## config.mk

```make
export PLATFORM = sky130hd
export DESIGN_NAME = btn_pulse_gen
export DESIGN_NICKNAME = d
export VERILOG_FILES = /design/src/rtl/btn_pulse_gen.sv
export SDC_FILE = /design/constraint.sdc
export NUM_CORES = 1
export LEC_CHECK = 0
export BUFFER_PORTS_ARGS = -buffer_cell sky130_fd_sc_hd__clkbuf_2
export CORE_AREA = 5 5 42 44
export CTS_CLUSTER_DIAMETER = 50
export DETAILED_ROUTE_END_ITERATION = 6
export DIE_AREA = 0 0 47 49
export PLACE_DENSITY = 0.45
export SETUP_SLACK_MARGIN = 0.4
export SLEW_MARGIN = 20
export SYNTH_ARGS = -nofsm -noshare
export SYNTH_HDL_FRONTEND = slang
export SYNTH_SLANG_ARGS = --single-unit
```

## constraint.sdc

```tcl
create_clock -name clk -period 1.05 [get_ports clk]
set_clock_uncertainty 0.2 [all_clocks]
set_input_delay 0.105 -clock clk [delete_from_list [all_inputs] [get_ports clk]]
set_output_delay 0.105 -clock clk [all_outputs]
set_load 0.02 [all_outputs]
```

## src/rtl/btn_pulse_gen.sv

```systemverilog
// Push-button conditioner: 2-flop synchronizer, DEBOUNCE_LEN-sample debouncer and press-strobe FSM.
// Define BTN_REPEAT_EN to add auto-repeat pulses while the button stays held.
module btn_pulse_gen #(
  parameter int DEBOUNCE_LEN  = 4,
  parameter int HOLD_CYCLES   = 50,
  parameter int REPEAT_CYCLES = 10
) (
  input  logic clk,
  input  logic rst,
  input  logic pb_in,
  output logic pb_debounced,
  output logic pb_pulse
);

`ifdef BTN_REPEAT_EN
  typedef enum logic [1:0] {RELEASED, PRESSED, REPEATING} state_t;
  localparam int HW = $clog2(HOLD_CYCLES + 1);
  localparam int RW = $clog2(REPEAT_CYCLES + 1);
  logic [HW-1:0] hold_cnt, hold_next;
  logic [RW-1:0] rep_cnt, rep_next;
`else
  typedef enum logic {RELEASED, PRESSED} state_t;
  localparam int unused_repeat_cfg = HOLD_CYCLES + REPEAT_CYCLES;
`endif

  logic [1:0]              sync;
  logic [DEBOUNCE_LEN-1:0] hist;
  logic                    all_ones, all_zeros, rise, fall;
  logic                    deb_next, pulse_next;
  state_t                  state, state_next;

  assign all_ones  = &hist;
  assign all_zeros = ~|hist;
  assign rise      = all_ones & ~pb_debounced;
  assign fall      = all_zeros & pb_debounced;

  // NOTE: state uses non-blocking assignments so every flop samples pre-edge values.
  always_ff @(posedge clk or posedge rst) begin
    if (rst) begin
      sync         <= '0;
      hist         <= '0;
      pb_debounced <= 1'b0;
      pb_pulse     <= 1'b0;
      state        <= RELEASED;
    end else begin
      sync         <= {sync[0], pb_in};
      hist         <= {hist[DEBOUNCE_LEN-2:0], sync[1]};
      pb_debounced <= deb_next;
      pb_pulse     <= pulse_next;
      state        <= state_next;
    end
  end

`ifdef BTN_REPEAT_EN
  always_ff @(posedge clk or posedge rst) begin
    if (rst) begin
      hold_cnt <= '0;
      rep_cnt  <= '0;
    end else begin
      hold_cnt <= hold_next;
      rep_cnt  <= rep_next;
    end
  end
`endif

  // NOTE: every output of this block is defaulted first so no latch is inferred.
  always_comb begin
    state_next = state;
    pulse_next = 1'b0;
    deb_next   = pb_debounced;
    if (all_ones)       deb_next = 1'b1;
    else if (all_zeros) deb_next = 1'b0;
`ifdef BTN_REPEAT_EN
    hold_next = '0;
    rep_next  = '0;
`endif
    case (state)
      RELEASED: begin
        if (rise) begin
          state_next = PRESSED;
          pulse_next = 1'b1;
        end
      end
      PRESSED: begin
        if (fall) begin
          state_next = RELEASED;
`ifdef BTN_REPEAT_EN
        end else if (hold_cnt == HW'(HOLD_CYCLES - 1)) begin
          state_next = REPEATING;
          pulse_next = 1'b1;
          hold_next  = hold_cnt;
        end else begin
          hold_next = (hold_cnt == HW'(HOLD_CYCLES)) ? hold_cnt : hold_cnt + 1'b1;
`endif
        end
      end
`ifdef BTN_REPEAT_EN
      REPEATING: begin
        hold_next = hold_cnt;
        if (fall) begin
          state_next = RELEASED;
          hold_next  = '0;
        end else if (rep_cnt == RW'(REPEAT_CYCLES - 1)) begin
          pulse_next = 1'b1;
        end else begin
          rep_next = (rep_cnt == RW'(REPEAT_CYCLES)) ? rep_cnt : rep_cnt + 1'b1;
        end
      end
`endif
      default: state_next = RELEASED;
    endcase
  end

endmodule

```

==> impl_metrics.py <==
metrics = {
    "timing": {
        "hold_viol_final": 10,
        "period_share": 1.18,
        "fin_ws_ns": -0.187,
        "fmax_ghz": 0.809,
        "hold_ws_ns": -0.429,
        "tightestPinTransition_ns": 0.323,
        "slew_violations": 0,
        "rsz0062_at_grt": "true",
        "post-route-min-period_ns": 1.24,
        "slew_headroom": 0.784,
        "setup_viol": 5,
    },
    "grt": {
        "overflow": 0,
        "antenna_found_initial": 0,
        "grt_pass1_vias": 210,
        "grt_max_degree": 10,
        "grt_util_met2": 0.0792,
        "busiest_layer": "met2",
        "gr-usage-met3": 0.0554,
        "grt_usage": 0.0563,
        "use_met1": 0.0525,
        "grt_pass1_wl_um": 855,
    },
    "logic_synthesis": {
        "synthFlopType": "dfrtp_1",
        "syn_nets": 22,
        "synth_seq_area_share": 0.773,
        "yosysTopAreaCell": "dfrtp_1",
        "synth_area_per_cell_um2": 15.3,
        "synthesis.area_um2": 292,
        "synth_edf_count": 0,
        "synthArstFlopShare": 1.00,
        "ys_ff_latch": 9,
        "yosys.area.top_type_share": 0.773,
        "yosys_warnings": 0,
        "synth_area_leaders": "dfrtp_1 77%, nor3_2 3.4%, o21ba_2 3.4%, nor4b_1 3.0%, o22a_1 3.0%",
        "netlist_instances": 19,
        "synth.distinct_cells": 10,
        "synthTopCellsByCount": "9 x dfrtp_1, 2 x inv_1",
        "post-synth-top-count-cell": "dfrtp_1",
    },
    "drt": {
        "vias": 185,
        "wl_per_cell_um": 10.7,
        "drc_errors": 0,
        "ant_nets": 0,
        "drt_iter0_markers": 0,
        "dr.pass1.iters": 1,
        "via_per_inst": 4.11,
        "wl_um": 480,
    },
    "setup_path": {
        "critPathKind": "register to register",
        "cp_slowest_stage_delay_ns": 0.39,
        "worst-path-max-fanout": 3,
        "start_kind": "register",
        "crit_chain": "buf_4 > nand3_1 > nor2_1 > o22a_1",
        "cpMaxStageDelayCell": "dfrtp_1",
        "endpoint_kind": "register",
        "r2r-start": "hist[3]$_DFF_PP0_",
        "crit_start": "hist[3]$_DFF_PP0_",
        "cp.required_ns": 0.99,
        "critPathArrivalTime_ns": 1.18,
        "reg2reg_depth": 4,
    },
    "placement": {
        "numPortBuffers": 4,
        "gp_congestion": 0.628,
        "hpwl_um": 316,
        "post_dp_cell_area_um2": 333,
    },
    "floorplan": {
        "core_um2": 1400,
        "initial_utilization": 0.208,
        "ioPinCount": 5,
        "die_x_um": 47,
        "die-area_um2": 2300,
        "row_count": 14,
        "die_height_um": 49,
    },
    "flow_run": {
        "cap_viol_max_count": 0,
    },
    "pwr": {
        "internal-power_mw": 0.543,
        "ir_worst_vdd_mv": 0.712,
        "seq_power_share": 0.552,
        "netSwitchingPower_mw": 0.148,
        "power_frac_clock": 0.363,
        "combPwrFrac": 0.085,
        "power_density_nw_per_um2": 1710,
        "leakage_nw": 0.187,
        "p_total_mw": 0.691,
        "swShare": 0.214,
    },
    "outcome": {
        "status": "finished, violations left",
        "violations": "hold timing, setup timing",
    },
    "hold_path": {
        "min_path_type": "input pin to asynchronous set/reset pin",
    },
    "final_layout": {
        "drive_gt1_frac": 0.517,
        "antenna_cells": 0,
        "nets": 33,
        "area_growth_syn_to_layout_pct": 38.6,
        "final_area_um2": 404,
    },
    "clock_tree": {
        "cts.sinks": 9,
        "cts_tree": "built",
        "clk_pin_slew_ns": 0.06,
        "cts-root-buf": "clkbuf_4",
        "clkLatencyLatePin_ns": 0.25,
        "clock_path_buffers": 2,
        "ctsHtreeMaxLevel": 1,
        "cts_buffers": 3,
    },
}
-- critical path: cells and delay by family, from the launching register on --
kind / cells / cell delay, ns
AO/OA/AOI/OAI: 1 / 0.17
buffers and inverters: 1 / 0.14
flip-flops: 1 / 0.39
AND/OR/NAND/NOR: 2 / 0.22
-- area by class of cell --
cell class                      count  area, um^2
Clock buffer                        4        26.3
Sequential cell                     9         226
Timing Repair Buffer                6        55.1
Multi-Input combinational cell      8        68.8
Inverter                            2        7.51
Tap cell                           16        20.0
Fill cell                         160         997
-- cells by family (layout without fill, tap and decap cells) --
group	count (synthesis)	after routing	synth area share
AOI/OAI and AO/OA	4	4	0.107
DFF	9	9	0.773
buffers and inverters	2	12	0.0258
and+or+nand+nor	4	4	0.0944
-- stage by stage --
stage               setup WS [ns]  TNS, ns  hold WS [ns]  instances   util
finish                     -0.187   -0.457        -0.429         45  0.288
global route               -0.249   -0.767        -0.412         45  0.288
CTS                        -0.166   -0.362        -0.423         44  0.275
detailed placement         -0.166   -0.252        -0.142         39  0.238
global placement           -0.138   -0.205        -0.147         39  0.238
floorplan                 -0.0925   -0.108        -0.267         19      -
-- power by group through the flow --
stage / sequential, mW / clock [mW] / combinational (mW)
final: 0.381 / 0.251 / 0.0588
after global routing: 0.383 / 0.286 / 0.0646
after CTS: 0.380 / 0.264 / 0.0513
after detailed placement: 0.387 / 0 / 0.0373
after global placement: 0.385 / 0 / 0.0365
after floorplan: 0.388 / 0 / 0.0211
-- final timing paths --
path | slack [ns] | to
worst max-delay path | -0.19 | state$_DFF_PP0_
worst max register to register | -0.19 | state$_DFF_PP0_
max in group asynchronous | 0.81 | pb_debounced$_DFFE_PP0P_
worst min register to register | 0.15 | hist[0]$_DFF_PP0_
worst min-delay path | -0.43 | state$_DFF_PP0_
min in group clk | -0.24 | sync[0]$_DFF_PP0_
-- layer usage --
metal / vias to the layer above / wire length, um
met5: - / 0
met4: 0 / 0
met3: 0 / 46
met2: 8 / 262
met1: 93 / 171
li1: 84 / -
-- flip-flops by register name, indices dropped and copies added (netlist names) --
name          cells
hist              4
sync              2
pb_debounced      1
pb_pulse          1
state             1
-- cell usage in the layout (no fill, tap or decap), drive strengths merged --
cell type | netlist | routed
dfrtp | 9 | 9
nand3 | 1 | 1
o21ba | 1 | 1
nor3 | 1 | 1
a21boi | 1 | 1
nor2 | 1 | 1
nor4b | 1 | 1
inv | 2 | 2
o22a | 1 | 1
buf | 0 | 4
clkbuf | 0 | 6
a21oi | 1 | 1
-- repair_timing --
item | 4_1_cts | 5_1_grt
buffers inserted | 1 | 1
hold endpoints to repair | 10 | 10
setup endpoints to repair | 10 | 10
pin swaps | 2 | 1
gates resized for setup | 4 | 5
cloned | 0 | 0
(Power assumes the default switching activity.)
